==> src/rtl/branch_ctrl.sv <==
// branch_ctrl: branch resolution, bimodal BHT prediction and mispredict redirect/flush sequencing.
// Optional statistics counters are built only when BRANCH_STATS_EN is defined.
module branch_ctrl #(
  parameter int BHT_ENTRIES  = 16,
  parameter int FLUSH_CYCLES = 2
) (
  input  logic        i_clk,
  input  logic        i_rst_n,
  input  logic [31:0] i_fetch_pc,
  output logic        o_pred_taken,
  input  logic        i_valid,
  input  logic        i_is_jump,
  input  logic [2:0]  i_funct3,
  input  logic [31:0] i_pc,
  input  logic [31:0] i_target,
  input  logic        i_ex_pred_taken,
  output logic        o_br_un,
  input  logic        i_br_less,
  input  logic        i_br_equal,
  output logic        o_taken,
  output logic        o_redirect,
  output logic [31:0] o_redirect_pc,
  output logic        o_flush,
  output logic [31:0] o_br_count,
  output logic [31:0] o_mispred_count
);
  localparam int IDX_W = $clog2(BHT_ENTRIES);
  localparam logic [0:0] S_IDLE  = 1'b0;
  localparam logic [0:0] S_FLUSH = 1'b1;

  logic [0:0]       state_q, state_d;
  logic [3:0]       cnt_q, cnt_d;
  logic             redirect_q, redirect_d;
  logic [31:0]      redirect_pc_q, redirect_pc_d;
  logic [1:0]       bht_q [BHT_ENTRIES];
  logic [1:0]       bht_d [BHT_ENTRIES];
  logic             idle, illegal, cond_taken, taken, mispred, upd;
  logic [IDX_W-1:0] ex_idx;
  logic             unused_fetch_bits;

  assign unused_fetch_bits = ^{i_fetch_pc[31:IDX_W+2], i_fetch_pc[1:0]};

  // funct3 bit 1 selects unsigned compare for BLTU/BGEU; bit 0 inverts the base condition
  assign o_br_un    = i_funct3[1];
  assign illegal    = ~i_is_jump & (i_funct3[2:1] == 2'b01);
  assign cond_taken = i_funct3[2] ? (i_br_less ^ i_funct3[0])
                                  : (~i_funct3[1] & (i_br_equal ^ i_funct3[0]));
  assign taken      = i_is_jump | cond_taken;
  assign o_taken    = i_valid & taken;
  assign idle       = state_q == S_IDLE;
  assign mispred    = i_valid & idle & ~illegal & (taken != i_ex_pred_taken);
  assign upd        = i_valid & idle & ~i_is_jump & ~illegal;
  assign ex_idx     = i_pc[IDX_W+1:2];

  // fetch sees the stored counter, so a same-cycle update is not forwarded
  assign o_pred_taken = bht_q[i_fetch_pc[IDX_W+1:2]][1];

  // saturating 2-bit counter update for the resolving branch
  always_comb begin
    bht_d = bht_q;
    if (upd) bht_d[ex_idx] = taken ? (bht_q[ex_idx] == 2'b11 ? 2'b11 : bht_q[ex_idx] + 2'b01)
                                   : (bht_q[ex_idx] == 2'b00 ? 2'b00 : bht_q[ex_idx] - 2'b01);
  end

  // BHT storage, reset to weakly not-taken
  always_ff @(posedge i_clk or negedge i_rst_n) begin
    if (!i_rst_n) begin
      for (int i = 0; i < BHT_ENTRIES; i++) bht_q[i] <= 2'b01;
    end else begin
      bht_q <= bht_d;
    end
  end

  // mispredict enters FLUSH; the counter runs down to zero before returning to IDLE
  always_comb begin
    state_d       = idle ? (mispred ? S_FLUSH : S_IDLE) : (cnt_q == 4'd0 ? S_IDLE : S_FLUSH);
    cnt_d         = idle ? 4'(FLUSH_CYCLES - 1) : cnt_q - 4'd1;
    redirect_d    = mispred;
    redirect_pc_d = mispred ? (taken ? i_target : i_pc + 32'd4) : redirect_pc_q;
  end

  // FSM and redirect registers
  always_ff @(posedge i_clk or negedge i_rst_n) begin
    if (!i_rst_n) begin
      state_q       <= S_IDLE;
      cnt_q         <= 4'd0;
      redirect_q    <= 1'b0;
      redirect_pc_q <= 32'd0;
    end else begin
      state_q       <= state_d;
      cnt_q         <= cnt_d;
      redirect_q    <= redirect_d;
      redirect_pc_q <= redirect_pc_d;
    end
  end

  assign o_redirect    = redirect_q;
  assign o_redirect_pc = redirect_pc_q;
  assign o_flush       = state_q == S_FLUSH;

`ifdef BRANCH_STATS_EN
  logic [31:0] br_cnt_q, br_cnt_d, mis_cnt_q, mis_cnt_d;

  // count resolved branches/jumps and mispredicts seen in IDLE
  always_comb begin
    br_cnt_d  = (i_valid & idle & ~illegal) ? br_cnt_q + 32'd1 : br_cnt_q;
    mis_cnt_d = mispred ? mis_cnt_q + 32'd1 : mis_cnt_q;
  end

  // statistics registers
  always_ff @(posedge i_clk or negedge i_rst_n) begin
    if (!i_rst_n) begin
      br_cnt_q  <= 32'd0;
      mis_cnt_q <= 32'd0;
    end else begin
      br_cnt_q  <= br_cnt_d;
      mis_cnt_q <= mis_cnt_d;
    end
  end

  assign o_br_count      = br_cnt_q;
  assign o_mispred_count = mis_cnt_q;
`else
  assign o_br_count      = 32'd0;
  assign o_mispred_count = 32'd0;
`endif
endmodule

==> config.mk <==
export PLATFORM = sky130hd
export DESIGN_NAME = branch_ctrl
export DESIGN_NICKNAME = d
export VERILOG_FILES = /design/src/rtl/branch_ctrl.sv
export SDC_FILE = /design/constraint.sdc
export NUM_CORES = 1
export LEC_CHECK = 0
export CAP_MARGIN = 30
export CORE_ASPECT_RATIO = 1.1
export CORE_MARGIN = 2
export CORE_UTILIZATION = 35
export CTS_BUF_LIST = sky130_fd_sc_hd__clkbuf_8
export DETAILED_ROUTE_END_ITERATION = 8
export GPL_TIMING_DRIVEN = 0
export HOLD_SLACK_MARGIN = 0.02
export PLACE_DENSITY = 0.7
export REMOVE_ABC_BUFFERS = 1
export SLEW_MARGIN = 20
export SYNTH_ARGS = -nofsm -noshare
export SYNTH_HDL_FRONTEND = slang
export SYNTH_SLANG_ARGS = --single-unit
==> constraint.sdc <==
create_clock -name i_clk -period 2.3 [get_ports i_clk]
set_clock_uncertainty 0.05 [all_clocks]
set_input_delay 0.46 -clock i_clk [delete_from_list [all_inputs] [get_ports i_clk]]
set_output_delay 0.46 -clock i_clk [all_outputs]
set_load 0.02 [all_outputs]
# Word level (Yosys, flattened, before mapping)
# Index checks and enable logic that the tools add are counted.
[word_totals]
ff_bits = 70
output_inout_bits = 101
[op_classes]
add_sub_neg = 4
n_lt_le_gt_ge = 3
eq_ne = 3
n_mux = 18
n_bitwise = 17
reduce_logical = 3
[op_table]
columns = ["cell", "n"]
rows = [
  ["adder 32 x 3 -> 32 bit, second input constant", 1],
  ["bitwise mux 32 bit", 1],
  ["two-way mux 32 bit", 1],
  ["binary-select mux 2 bit (select 4 bit)", 2],
  ["two-way mux 2 bit", 8],
  [">= comparator 5 bit, second input constant", 2],
  ["inverter 4 -> 5 bit", 2],
  ["AND 1 bit", 8],
  ["demux 2 bit (select 4 bit)", 1],
  ["< comparator 5 x 1 -> 1 bit, second input constant", 1],
  ["zero test 4 bit", 1],
  ["two-way mux 1 bit", 4],
  ["two-way mux 4 bit", 1],
  ["inverter 1 bit", 4],
  ["subtractor 4 x 1 -> 4 bit, second input constant", 1],
  ["adder 2 x 1 -> 2 bit, second input constant", 1],
  ["== test 2 x 1 -> 1 bit, second input constant", 1],
  ["== test 2 bit, second input constant", 1],
  ["zero test 2 bit", 1],
  ["subtractor 2 x 1 -> 2 bit, second input constant", 1],
  ["bitwise XOR 1 bit", 2],
  ["logical AND 1 bit", 1],
  ["inequality test 1 bit", 1],
  ["bitwise OR 1 bit", 1],
]

# Depth between registers and ports, before layout
# Gate-level depths: netlist (run 1).
[depth]
depth_word = 8
mapped_depth = 7
mapped_depth_nobuf = 6

# Least setup slack after synthesis (run 1)
# Ideal clock, no wire load.
[synth_timing]
kind = "input to output"
from = "input i_br_equal"
to = "output o_taken"
arrival_ns = 1.918
t_required_ns = 1.790
slack_ns = -0.128
stages = 5
path_cell_list = "or3_1 > a32oi_1 > clkbuf_1 > buf_2 > and2_1"
[synth_between]
elab_chain_cells = 5
[synth_rtl]
columns = ["item", "line_no", "text"]
rows = [
  ["start, declared", "19", "input logic i_br_equal,"],
  ["bitwise XOR 1 bit", "47", ": (~i_funct3[1] & (i_br_equal ^ i_funct3[0]));"],
  ["AND 1 bit", "47", ""],
  ["two-way mux 1 bit", "46", "assign cond_taken = i_funct3[2] ? (i_br_less ^ i_funct3[0])"],
  ["bitwise OR 1 bit", "48", "assign taken = i_is_jump | cond_taken;"],
  ["AND 1 bit", "49", "assign o_taken = i_valid & taken;"],
  ["end, declared", "20", "output logic o_taken,"],
]
# No other way between the ends.

# Worst setup path in the final report (run 1)
[layout_timing]
from = "register bht_q[7] in the netlist's numbering"
to = "output o_pred_taken"
[layout_between]
elab_chain_cells = 3
[layout_rtl]
columns = ["item", "line_no", "text"]
rows = [
  ["start, declared", "35", "logic [1:0] bht_q [BHT_ENTRIES];"],
  ["start signal, assigned", "70", "bht_q <= bht_d;"],
  ["binary-select mux 2 bit (select 4 bit)", "56", "assign o_pred_taken = bht_q[i_fetch_pc[IDX_W+1:2]][1];"],
  ["two-way mux 2 bit (not written as such) (2 in a row)", "56", ""],
  ["end, declared", "10", "output logic o_pred_taken,"],
]
# No other way between the ends. The select of a mux whose other input is x is not followed.

==> flow_summary_export.csv, run 1 <==
group,metric,value,unit
logic_synthesis,synth_seq_cells,70,
setup_path,worstSetupEndpointType,"output port",
setup_path,timing.rr.start,"o_flush",
setup_path,worst-setup-path-type,"reg2out",
power_and_ir_drop,irDropWorstVdd,234,uV
setup_path,r2r_slack,0.17,ns
placement,port_buffers,114,
hold_path,hp-start,"o_redirect_pc[18]",
logic_synthesis,yosys_warnings,0,
setup_path,cp_data_arrival_time,1.90,ns
timing,hold_viol,0,
logic_synthesis,synth_compound_area_frac,0.0862,
logic_synthesis,synth-async-reset-ratio,1.00,
detailed_routing,drc,0,
timing,tightest_slew,0.747,ns
timing,setup_violations,1,
finish,antenna_cells,0,
placement,placed_area,5810,sq um
hold_path,hold_class,"reg2reg",
power_and_ir_drop,p_per_area,833,nW/um^2
clock_network,cts_root_buffer,"clkbuf_8",
detailed_routing,initialDrtViolationCount,325,
detailed_routing,drtAntennaViolNets,0,
status,status,"finished with violations",
timing,grt_setup_unrepaired,"true",
detailed_routing,vias_per_cell,5.12,
detailed_routing,firstDrtPassIters,4,
clock_network,clk_path_buf_depth,2,
logic_synthesis,synthDistinctLibCells,54,
logic_synthesis,synth_flop_cell,"dfrtp_1",
power_and_ir_drop,p_leak,2.71,nW
die,initial_core_util,0.357,
flow_run,maxCapViolCount,0,
logic_synthesis,syn-cell-area,4720,sq um
global_route,grt_pass1_wl,19.8,mm
logic_synthesis,synthAdderAreaFrac,0.0180,
logic_synthesis,postSynthAreaPerCell,10.0,sq um
detailed_routing,drt-total-wl,13.2,mm
timing,max_clock_freq,414,MHz
setup_path,r2r-end,"bht_q[21]",
placement,gp_congestion,0.802,
detailed_routing,wire_per_inst,17.4,microns
logic_synthesis,netlist_instances,471,
timing,slew_headroom,0.502,
timing,setup_slack,-0.114,ns
die,die_w,115,microns
logic_synthesis,synth_top_family_by_area,"multiplexers",
die,rows,44,
finish,syn2layout_area_growth,32.5,%
clock_network,clock-sinks,70,
hold_path,holdPathStages,2,
global_route,grt.overflow.total,0,
placement,dp_hpwl,9.17,mm
finish,final_util,0.473,
finish,nets,703,
hold_path,whs_endpoint,"o_redirect_pc[18]",
clock_network,tritoncts,"built",
timing,slew_viol_final,0,
logic_synthesis,synth-xor-area-share,0.0501,
setup_path,cp_max_fo,3,
global_route,grt_max_degree,40,
clock_network,cts_max_level,3,
die,die_y,126,microns
setup_path,worst-r2r-cell-count,4,
timing,period_needed,2.41,ns
die,dieArea,14400,sq um
global_route,grt_pass1_vias,3781,
clock_network,clk_latency,0.35,ns
global_route,grt_usage,0.177,
die,coreArea,13200,sq um
timing,period_share,1.05,
die,io_pins,207,
logic_synthesis,synth_edf_count,0,
logic_synthesis,synth_mux_area_frac,0.178,
logic_synthesis,synthSimpleGateAreaFrac,0.160,
logic_synthesis,seq_area_frac_synth,0.375,
clock_network,path_clk_slew,0.08,ns
setup_path,cp-start-kind,"flip-flop",
setup_path,worstPathRequired,1.79,ns
clock_network,numCtsBuffers,9,
status,failed_checks,"setup timing",
finish,drive_gt1_frac,0.223,
detailed_routing,vias,3884,
global_route,antenna_found_initial,1,
finish,stdcell_area,6250,sq um
sequential cells by signal (all words and copies together), names as in the netlist:
signal,cells
bht_q,32
cnt_q,4
o_flush,1
o_redirect,1
o_redirect_pc,32
cell usage in the layout (no fill, tap or decap), types with 4 or more instances in the layout:
master and instances:
dlymetal6s2s_1 7, conb_1 64, nand4_1 4, ha_1 4
nand2_1 46, nand2b_1 5, xnor2_1 14, mux2i_1 14
o21ai_1 18, o211ai_1 5, dfrtp_1 54, nor2_1 9
inv_1 12, mux4_2 11, clkdlybuf4s50_1 96, dfstp_2 16
nand3_1 39, clkbuf_8 10, a221o_1 9, xor2_1 13
buf_4 14, nor3_2 6, a21oi_1 15, and4_1 4
and3_1 5, mux2_2 31
report_power, final:
| part | total (mW) | internal [mW] | switching (mW) |
|---|---|---|---|
| registers | 1.98 | 1.72 | 0.262 |
| clock network | 0.896 | 0.410 | 0.486 |
| logic | 2.33 | 1.13 | 1.20 |
| total | 5.21 | 3.26 | 1.95 |
area by class of cell:
cell class	instances	area, sq um
multi-input combinational	371	2780
inverter	10	37.5
tap	161	201
sequential	70	1770
fill	1227	6960
timing repair buffer	130	1290
clock inverter	6	32.5
clock buffer	10	138
critical path: stages, from the launching register on:
cell and delay (ns):
dfrtp_1 0.40, mux4_2 0.49, mux4_2 0.51, buf_6 0.15
synth_stat cells (all sizes together), types with 5 or more instances:
cell type / instances / area, sq um
mux2i: 16 / 176
nor2: 10 / 37.5
inv: 10 / 37.5
dfrtp: 54 / 1350
mux4: 13 / 300
nand2: 47 / 176
clkbuf: 10 / 37.5
nor3b: 5 / 37.5
nand2b: 6 / 37.5
and3: 5 / 31.3
and4: 6 / 52.6
dfstp: 16 / 420
a221o: 9 / 90.1
o21ai: 19 / 95.1
o211ai: 5 / 37.5
xnor2: 14 / 123
xor2: 13 / 114
nand3: 42 / 210
nor3: 10 / 55.1
a21oi: 17 / 88.8
mux2: 32 / 364
buf: 75 / 544
ha: 5 / 62.6
layer usage:
layer,wire length [microns],part of all wire,GRT usage
met2,6620,0.50,0.302
met3,889,0.068,0.0303
met5,10,0.00076,0
met1,5330,0.40,0.222
met4,318,0.024,0.0687
cells by family (layout without fill, tap and decap cells):
group,after synthesis,in the layout
AO/OA/AOI/OAI,62,63
XOR/XNOR,27,27
adder cells (fa/ha/maj),7,7
buffers and inverters,95,156
flip-flops,70,70
multiplexers,61,61
other,1,64
AND/OR/NAND/NOR,148,149
worst max-delay path by stage:
stage | startpoint | slack (ns) | to
after floorplan | i_funct3[2] | -0.93 | o_redirect_pc[18]
after global placement | i_br_equal | -2.83 | o_taken
after detailed placement | i_pc[2] | -1.25 | o_redirect_pc[22]
after CTS | bht_q[7] | -0.13 | o_pred_taken
after global routing | bht_q[7] | -0.16 | o_pred_taken
final | bht_q[7] | -0.11 | o_pred_taken
metrics by stage:
step	power, mW	worst slack [ns]	TNS [ns]	cells	hold slack (ns)
2_1_floorplan	3.19	-0.934	-37.93	449	0.114
3_3_place_gp	4.15	-2.83	-236.62	724	0.395
3_5_place_dp	4.27	-1.25	-69.11	727	0.393
4_1_cts	5.22	-0.133	-0.235	752	0.431
5_1_grt	5.53	-0.157	-0.166	758	0.442
6_report	5.21	-0.114	-0.114	758	0.436
timing repair:
action	4_1_cts	5_1_grt
pin swaps	4	6
endpoints found under the setup margin	68	29
setup buffers	7	5
resized for setup	44	35
endpoints found under the hold margin	30	0
hold buffers	1	0
cloned	1	1
(Power assumes the default switching activity.)
==> run 2, diff against run 1 <==
--- a/config.mk
+++ b/config.mk
@@ -15,6 +15,7 @@
 export HOLD_SLACK_MARGIN = 0.02
 export PLACE_DENSITY = 0.7
 export REMOVE_ABC_BUFFERS = 1
+export SETUP_SLACK_MARGIN = 0.4
 export SLEW_MARGIN = 20
 export SYNTH_ARGS = -nofsm -noshare
 export SYNTH_HDL_FRONTEND = slang
==> flow_summary_export.csv, run 2 (synthesis results as in run 1) <==
group,metric,value,unit
finish,antenna_cells,0,
setup_path,r2r-end,"bht_q[2]",
setup_path,cp_max_fo,2,
timing,setup_violations,14,
die,die_w,115,microns
setup_path,cp_slowest_cell,"mux4_2",
die,coreArea,13200,sq um
setup_path,cp-start-kind,"flip-flop",
clock_network,cts_root_buffer,"clkbuf_8",
detailed_routing,drc,0,
finish,final_util,0.530,
setup_path,crit_family,"multiplexers",
detailed_routing,wire_per_inst,18.5,microns
clock_network,cts_max_level,3,
placement,port_buffers,114,
hold_path,hold_class,"in2reg",
timing,slew_viol_final,0,
die,rows,44,
clock_network,tritoncts,"built",
setup_path,worst-setup-path-type,"reg2out",
power_and_ir_drop,p_total,5.67,mW
clock_network,path_clk_slew,0.08,ns
setup_path,critical_path.cell_chain,"mux4_2, mux4_2, buf_6",
timing,max_clock_freq,415,MHz
setup_path,r2r_slack,-0.05,ns
setup_path,worstPathRequired,1.79,ns
clock_network,clk_path_buf_depth,2,
timing,tightest_slew,0.776,ns
global_route,grt.overflow.total,0,
detailed_routing,drtAntennaViolNets,0,
finish,stdcell_count,797,
detailed_routing,firstDrtPassIters,5,
detailed_routing,vias_per_cell,5.25,
clock_network,clk_latency,0.35,ns
setup_path,critPathMaxStageDelay,0.51,ns
setup_path,worstSetupEndpointType,"output port",
power_and_ir_drop,p_leak,3.30,nW
finish,drive_gt1_frac,0.355,
finish,nets,742,
detailed_routing,initialDrtViolationCount,220,
global_route,antenna_found_initial,0,
setup_path,cp.depth,3,
die,initial_core_util,0.357,
finish,syn2layout_area_growth,48.5,%
placement,dp_hpwl,9.17,mm
finish,final_cell_mix,"64 x conb_1, 64 x clkdlybuf4s50_1, 54 x dfrtp_1",
setup_path,crit_path_start,"bht_q[1]",
power_and_ir_drop,p_per_area,809,nW/um^2
global_route,grt_max_degree,40,
timing,setup_slack,-0.111,ns
placement,gp_congestion,0.802,
timing,hold_viol,0,
timing,grt_setup_unrepaired,"true",
global_route,grt_pass1_vias,4103,
die,io_pins,207,
placement,post-place-ws,-1.25,ns
finish,stdcell_area,7010,sq um
power_and_ir_drop,irDropWorstVdd,250,uV
setup_path,worst-r2r-cell-count,8,
placement,dp.cells,727,
detailed_routing,drt-total-wl,14.7,mm
flow_run,maxCapViolCount,0,
hold_path,holdPathStages,3,
die,dieArea,14400,sq um
setup_path,timing.rr.start,"bht_q[1]",
global_route,grt_usage,0.192,
status,status,"finished with violations",
setup_path,cp_data_arrival_time,1.90,ns
setup_path,crit_buf_inv,1,
setup_path,worst_path_most_repeated_cell,"mux4_2",
clock_network,numCtsBuffers,9,
finish,nFillCells,1124,
detailed_routing,vias,4183,
timing,period_share,1.05,
timing,slew_headroom,0.482,
clock_network,clock-sinks,70,
timing,period_needed,2.41,ns
die,die_y,126,microns
status,failed_checks,"setup timing",
setup_path,cp-endpoint,"o_pred_taken",
global_route,grt_pass1_wl,21.3,mm
placement,placed_area,5810,sq um
-- run 2: cell types whose count changed in the layout (fill, tap and decap cells not counted), sizes merged, moves of 2 or more --
cell	previous run	this run
buf	19	70
clkdlybuf4s50	96	64
dlygate4sd2	1	11
dlymetal6s2s	7	13
clkdlybuf4s15	1	4
clkbuf	14	16
-- run 2: worst reg2reg max path: stages, from the launching register on --
cell	delay (ns)
dfrtp_1	0.39
buf_4	0.14
buf_6	0.10
buf_6	0.10
buf_6	0.10
mux4_2	0.45
mux2_4	0.28
maj3_4	0.37
mux2_2	0.28
-- run 2: final cells by class --
type                            instances  area [sq um]  share of cell area
Timing Repair Buffer                  169          1730               0.247
Clock inverter                          6          32.5             0.00464
Clock buffer                           10           138              0.0196
Multi-Input combinational cell        371          3100               0.442
Inverter                               10          37.5             0.00536
Tap cell                              161           201              0.0287
Sequential cell                        70          1770               0.253
-- run 2: worst min-delay path by stage --
stage                                   end      from  slack, ns
after floorplan                   bht_q[11]   i_rst_n       0.11
after global placement             cnt_q[0]  cnt_q[0]       0.40
after detailed placement  o_redirect_pc[17]   i_rst_n       0.39
after CTS                 o_redirect_pc[13]  i_pc[13]       0.40
after global routing      o_redirect_pc[19]  i_pc[19]       0.40
final                     o_redirect_pc[21]  i_pc[21]       0.41
-- run 2: power by group --
| part | leakage (nW) | total, mW | internal (mW) | switching [mW] |
|---|---|---|---|---|
| logic | 2.34 | 2.74 | 1.38 | 1.36 |
| clock network | 0.0961 | 0.900 | 0.410 | 0.490 |
| registers | 0.859 | 2.02 | 1.72 | 0.304 |
-- run 2: what timing repair did --
item | 4_1_cts | 5_1_grt
endpoints found under the hold margin | 30 | 0
resized for setup | 193 | 88
endpoints found under the setup margin | 70 | 72
cloned | 3 | 2
setup buffers | 32 | 16
pin swaps | 20 | 31
hold buffers | 1 | 0
-- run 2: through the flow --
step / hold WS, ns / setup TNS, ns
after floorplan: 0.114 / -37.93
after global placement: 0.395 / -236.62
after detailed placement: 0.393 / -69.11
after CTS: 0.401 / -0.485
after global routing: 0.403 / -1.24
final: 0.408 / -0.426
-- run 2: per-layer routing --
layer	track usage	routed length, microns	up-vias
met1	0.226	5640	2054
met3	0.0423	1080	41
met5	0	0	-
met4	0.0928	555	0
met2	0.329	7440	210
li1	-	-	1878
